===== src/rtl/sophon_pkg.sv =====
// Shared LSU types plus the APB bridge state encoding.
package sophon_pkg;

   // Channel-2 peripheral window served by the APB bridge
   localparam logic [31:0] CH2_BASE = 32'h0009_0000;
   localparam logic [31:0] CH2_END  = 32'h0009_FFFF;

   typedef struct packed {
      logic        req;
      logic        we;
      logic [31:0] addr;
      logic [31:0] wdata;
      logic [3:0]  strb;
      logic        amo;
      logic [1:0]  size;
   } lsu_req_t;

   typedef struct packed {
      logic        ack;
      logic        error;
      logic [31:0] rdata;
   } lsu_ack_t;

   typedef enum logic [1:0] {
      IDLE   = 2'd0,
      SETUP  = 2'd1,
      ACCESS = 2'd2,
      RESP   = 2'd3
   } apb_br_state_e;

   // APB addresses are always word aligned
   function automatic logic [31:0] apb_word_addr(input logic [31:0] addr);
      return {addr[31:2], 2'b00};
   endfunction

endpackage


===== src/rtl/lsu_apb_bridge.sv =====
// LSU channel-2 request -> single APB4 master transfer, one outstanding.
// Optional ACCESS-phase timeout enabled by defining LSU_APB_TIMEOUT_EN.
module lsu_apb_bridge
   import sophon_pkg::*;
#(
   parameter int unsigned TIMEOUT_CYCLES = 255
) (
   input  logic        clk_i,
   input  logic        rst_ni,
   input  lsu_req_t    lsu_req_i,
   output lsu_ack_t    lsu_ack_o,
   output logic        psel_o,
   output logic        penable_o,
   output logic        pwrite_o,
   output logic [31:0] paddr_o,
   output logic [31:0] pwdata_o,
   output logic [3:0]  pstrb_o,
   input  logic [31:0] prdata_i,
   input  logic        pready_i,
   input  logic        pslverr_i
);

   apb_br_state_e r_state, w_state;

   logic        r_psel,    w_psel;
   logic        r_penable, w_penable;
   logic        r_pwrite,  w_pwrite;
   logic [31:0] r_paddr,   w_paddr;
   logic [31:0] r_pwdata,  w_pwdata;
   logic [3:0]  r_pstrb,   w_pstrb;
   logic        r_ack,     w_ack;
   logic        r_error,   w_error;
   logic [31:0] r_rdata,   w_rdata;

`ifdef LSU_APB_TIMEOUT_EN
   localparam int unsigned CNT_W = $clog2(TIMEOUT_CYCLES + 1);
   localparam logic [CNT_W-1:0] CNT_LAST = CNT_W'(TIMEOUT_CYCLES - 1);

   logic [CNT_W-1:0] r_cnt, w_cnt;
`endif

   // size is informational only; strobes carry the byte enables
   logic w_unused;
   assign w_unused = &{1'b0, lsu_req_i.size};

   // State and all output registers; async reset returns everything to idle
   always_ff @(posedge clk_i or negedge rst_ni) begin
      if (!rst_ni) begin
         r_state   <= IDLE;
         r_psel    <= 1'b0;
         r_penable <= 1'b0;
         r_pwrite  <= 1'b0;
         r_paddr   <= '0;
         r_pwdata  <= '0;
         r_pstrb   <= '0;
         r_ack     <= 1'b0;
         r_error   <= 1'b0;
         r_rdata   <= '0;
`ifdef LSU_APB_TIMEOUT_EN
         r_cnt     <= '0;
`endif
      end else begin
         r_state   <= w_state;
         r_psel    <= w_psel;
         r_penable <= w_penable;
         r_pwrite  <= w_pwrite;
         r_paddr   <= w_paddr;
         r_pwdata  <= w_pwdata;
         r_pstrb   <= w_pstrb;
         r_ack     <= w_ack;
         r_error   <= w_error;
         r_rdata   <= w_rdata;
`ifdef LSU_APB_TIMEOUT_EN
         r_cnt     <= w_cnt;
`endif
      end
   end

   // Next-state and next-output decode; ack/error/rdata are nonzero only entering RESP
   always_comb begin
      w_state   = r_state;
      w_psel    = r_psel;
      w_penable = r_penable;
      w_pwrite  = r_pwrite;
      w_paddr   = r_paddr;
      w_pwdata  = r_pwdata;
      w_pstrb   = r_pstrb;
      w_ack     = 1'b0;
      w_error   = 1'b0;
      w_rdata   = '0;
`ifdef LSU_APB_TIMEOUT_EN
      w_cnt     = r_cnt;
`endif

      unique case (r_state)
         IDLE: begin
            if (lsu_req_i.req) begin
               if (lsu_req_i.amo) begin
                  w_state = RESP;
                  w_ack   = 1'b1;
                  w_error = 1'b1;
               end else begin
                  w_state   = SETUP;
                  w_psel    = 1'b1;
                  w_penable = 1'b0;
                  w_pwrite  = lsu_req_i.we;
                  w_paddr   = apb_word_addr(lsu_req_i.addr);
                  w_pwdata  = lsu_req_i.wdata;
                  w_pstrb   = lsu_req_i.we ? lsu_req_i.strb : 4'b0000;
               end
            end
         end

         SETUP: begin
            w_state   = ACCESS;
            w_penable = 1'b1;
`ifdef LSU_APB_TIMEOUT_EN
            w_cnt     = '0;
`endif
         end

         ACCESS: begin
            if (pready_i) begin
               w_state   = RESP;
               w_psel    = 1'b0;
               w_penable = 1'b0;
               w_ack     = 1'b1;
               w_error   = pslverr_i;
               w_rdata   = r_pwrite ? 32'h0 : prdata_i;
            end
`ifdef LSU_APB_TIMEOUT_EN
            else if (r_cnt == CNT_LAST) begin
               w_state   = RESP;
               w_psel    = 1'b0;
               w_penable = 1'b0;
               w_ack     = 1'b1;
               w_error   = 1'b1;
               w_cnt     = '0;
            end else begin
               w_cnt = r_cnt + 1'b1;
            end
`endif
         end

         RESP: begin
            w_state = IDLE;
         end

         default: begin
            w_state = IDLE;
         end
      endcase
   end

   assign psel_o          = r_psel;
   assign penable_o       = r_penable;
   assign pwrite_o        = r_pwrite;
   assign paddr_o         = r_paddr;
   assign pwdata_o        = r_pwdata;
   assign pstrb_o         = r_pstrb;
   assign lsu_ack_o.ack   = r_ack;
   assign lsu_ack_o.error = r_error;
   assign lsu_ack_o.rdata = r_rdata;

endmodule

===== config.mk =====
export PLATFORM = sky130hd
export DESIGN_NAME = lsu_apb_bridge
export DESIGN_NICKNAME = d
export VERILOG_FILES = /design/src/rtl/sophon_pkg.sv /design/src/rtl/lsu_apb_bridge.sv
export SDC_FILE = /design/constraint.sdc
export NUM_CORES = 1
export LEC_CHECK = 0
export BUFFER_PORTS_ARGS = -buffer_cell sky130_fd_sc_hd__buf_2
export CAP_MARGIN = 40
export CORE_MARGIN = 4
export CORE_UTILIZATION = 49
export CTS_CLUSTER_SIZE = 10
export DETAILED_ROUTE_END_ITERATION = 6
export PLACE_DENSITY = 0.85
export SYNTH_ARGS = -nofsm -noshare
export SYNTH_HDL_FRONTEND = slang
export SYNTH_SLANG_ARGS = --single-unit

===== constraint.sdc =====
create_clock -name clk_i -period 4.9 [get_ports clk_i]
set_input_delay 0.245 -clock clk_i [delete_from_list [all_inputs] [get_ports clk_i]]
set_output_delay 0.245 -clock clk_i [all_outputs]
set_load 0.02 [all_outputs]

==> run_results.csv <==
group,metric,value,unit
hold_path,worstHoldPathType,"in2reg",
setup_path,end_kind,"flip-flop",
floorplanning,die_h,101,um
place,dp_slack,2.30,ns
timing,finClkSkew,0.0127,ns
synthesis,ys_types,25,
detailed_routing,wirelength,9410,um
place,io_buffer_count,207,
detailed_routing,first_pass_iters,4,
clocking,cts_buffer_depth,2,
setup_path,critPathBufInv,2,
place,dp_hpwl,7330,um
finish,fillers,639,
timing,setup_viol,0,
finish,drive_gt1_share,62.3,%
clocking,clockRootBuffer,"clkbuf_8",
global_routing,antenna_found_initial,0,
setup_path,path_max_fanout,37,
finish,fin_nets,580,
clocking,h-tree-depth,3,
detailed_routing,drt_iter0_drc,60,
global_routing,grt_pass1_wl,14800,um
global_routing,grt_use_total,18.9,%
clocking,cts_made_buffers,9,
detailed_routing,routedWlPerCell,16.3,um
finish,stdcell_area,5450,sq um
status,status,"complete, no violations",
detailed_routing,vias_per_cell,4.72,
detailed_routing,vias,2722,
timing,maxSlewViolCount,0,
setup_path,cp.arrival,2.85,ns
synthesis,syn_area,4200,sq um
synthesis,syn_avg_cell_area,16.1,sq um
setup_path,required,5.13,ns
global_routing,first_global_vias,3022,
floorplanning,dieWidth,101,um
clocking,path_clk_slew,0.11,ns
setup_path,cp_slowest_cell,"nand3b_4",
power,powerDensity,623,nW/um^2
clocking,clk_latency,0.35,ns
floorplanning,start_util,50.8,%
detailed_routing,postRouteAntennaNets,0,
timing,timing.fmax,382,MHz
setup_path,crit_family,"buffers and inverters",
global_routing,grt_max_degree,57,
power,power,3.40,mW
synthesis,synthTopCellsByArea,"dfrtp_1 63%, mux2_4 22%, and2_1 4.8%",
timing,rsz0062_at_grt,"no",
timing,totalNegativeSetupSlack,0,ns
timing,fin_crit,2.62,ns
setup_path,crit_chain,"inv_1 > ha_1 > nand3b_4 > buf_4 > mux2_4",
place,gp_congestion,0.785,
finish,diodes,0,
synthesis,synth_top_area_cell,"dfrtp_1",
floorplanning,num_rows,33,
synthesis,yosys_warnings,0,
power,leakagePower,3.15,nW
floorplanning,die-area,10100,sq um
power,ir_drop,0.299,mV
setup_path,start_kind,"flip-flop",
setup_path,max_stage_delay,0.58,ns
clocking,clkSinkCount,105,
timing,slew_headroom,54.7,%
detailed_routing,route.detailed.drc,0,
finish,multiInputGateArea,1420,sq um
timing,period_share,53.4,%
finish,synthToLayoutAreaGrowth,30.0,%
synthesis,synth_seq_area_share,62.6,%
setup_path,worstSetupPathType,"reg2reg",
timing,hold_viol,0,
place,place_area,5260,sq um
clocking,cts_resized,0,
floorplanning,coreArea,8260,sq um
synthesis,synth_top_area_share,62.6,%
timing,whs,0.0911,ns
synthesis,syn_inst,260,
global_routing,grt_overflow,0,
timing,worstMarginPinSlew,0.680,ns
floorplanning,io_pins,214,
finish,seq_area,2630,sq um
run,cap_violations,0,
timing,worst_slack,2.28,ns
clocking,cts_tree,"yes",
synthesis,ys_ff_latch,105,
[worst reg2reg max path, delay by kind of cell, from the launching register on]
family,cells,cell delay (ns)
AND/OR/NAND/NOR,1,0.58
flip-flops,1,0.42
buffers and inverters,2,0.68
multiplexers,1,0.40
adder cells (fa/ha/maj),1,0.42
[synthesized netlist by cell type, drive strengths merged]
cell type  instances
dfrtp            105
mux2              64
and2              33
buf               13
nand2             11
a21oi              5
o21ai              5
ha                 4
inv                4
clkbuf             3
nor2               3
nand3              2
a2111oi            1
conb               1
mux2i              1
nand2b             1
nand3b             1
nor2b              1
nor3b              1
o32a               1
[through the flow]
| stage | util (%) | cells |
|---|---|---|
| floorplan | - | 261 |
| global placement | 63.7 | 560 |
| detailed placement | 63.7 | 560 |
| CTS | 66.0 | 577 |
| global route | 66.0 | 577 |
| finish | 66.0 | 577 |
[area by class of cell]
class                   instances  area share (%)
flip-flops and latches        105            48.2
multi-input cells             136            26.1
clock buffers                   9            2.27
clock inverters                 7            1.12
repair buffers                211            19.6
well taps                     105            2.41
inverters                       4           0.275
[power by group]
part	switching [mW]	internal, mW
registers	0.179	1.19
logic	0.807	0.718
clock network	0.305	0.196
[sequential cells by signal, summed over array words and instances, names as in the netlist]
signal,cells
r_rdata,32
paddr_o,30
penable_o,1
pwrite_o,1
r_ack,1
r_state,2
pwdata_o,32
psel_o,1
pstrb_o,4
r_error,1
[final timing paths]
| path | start | to | slack [ns] | depth (start not counted) |
|---|---|---|---|---|
| setup / recovery | r_state[0] | pwdata_o[10] | 2.28 | 5 |
| min in group asynchronous | rst_ni | paddr_o[17] | 0.46 | 2 |
| hold reg to reg | pstrb_o[2] | pstrb_o[2] | 0.49 | 2 |
| setup reg to reg | r_state[0] | pwdata_o[10] | 2.28 | 5 |
| hold / removal | prdata_i[5] | r_rdata[5] | 0.09 | 2 |
| max in group asynchronous | rst_ni | paddr_o[19] | 3.31 | 3 |
[placed cells by master (no fill, tap or decap)]
cell           instances
clkinvlp_4             1
clkinv_2               1
o32a_1                 1
nand3b_4               1
mux2_4                62
nor3b_1                1
nor2_1                 3
nand2_1               11
and2_4                 1
mux2i_1                1
clkbuf_8               9
mux2_1                 1
buf_4                  4
conb_1                 2
a21oi_1                5
nand3_1                2
mux2_2                 1
inv_2                  1
a2111oi_4              1
and2_1                32
inv_1                  3
o21ai_0                5
nand2b_1               1
dfrtp_1              105
dlygate4sd3_1          1
inv_6                  2
ha_1                   4
nor2b_2                1
clkinv_4               1
buf_2                206
inv_8                  2
[cells by family (layout without fill, tap and decap cells)]
| kind of cell | after synthesis | count (layout) | synth area share, % |
|---|---|---|---|
| AND/OR/NAND/NOR | 53 | 53 | 7.28 |
| other | 1 | 2 | 0.0894 |
| adder cells (fa/ha/maj) | 4 | 4 | 1.19 |
| multiplexers | 65 | 65 | 23.0 |
| buffers and inverters | 20 | 231 | 3.76 |
| AO/OA/AOI/OAI | 12 | 12 | 2.09 |
| flip-flops | 105 | 105 | 62.6 |
[repair_timing]
| item | CTS | global route |
|---|---|---|
| hold endpoints to repair | 49 | 0 |
| hold buffers | 1 | 0 |
| endpoints found under the setup margin | 0 | 0 |
| buffers inserted | 0 | 0 |
[layer usage]
metal	vias up	routed length, um	GRT usage [%]
li1	1270	-	-
met1	1317	3360	21.1
met2	125	5100	34.4
met3	10	844	6.64
met4	0	106	4.97
met5	-	0	0
Note: power is estimated with default switching activity, not from simulation.
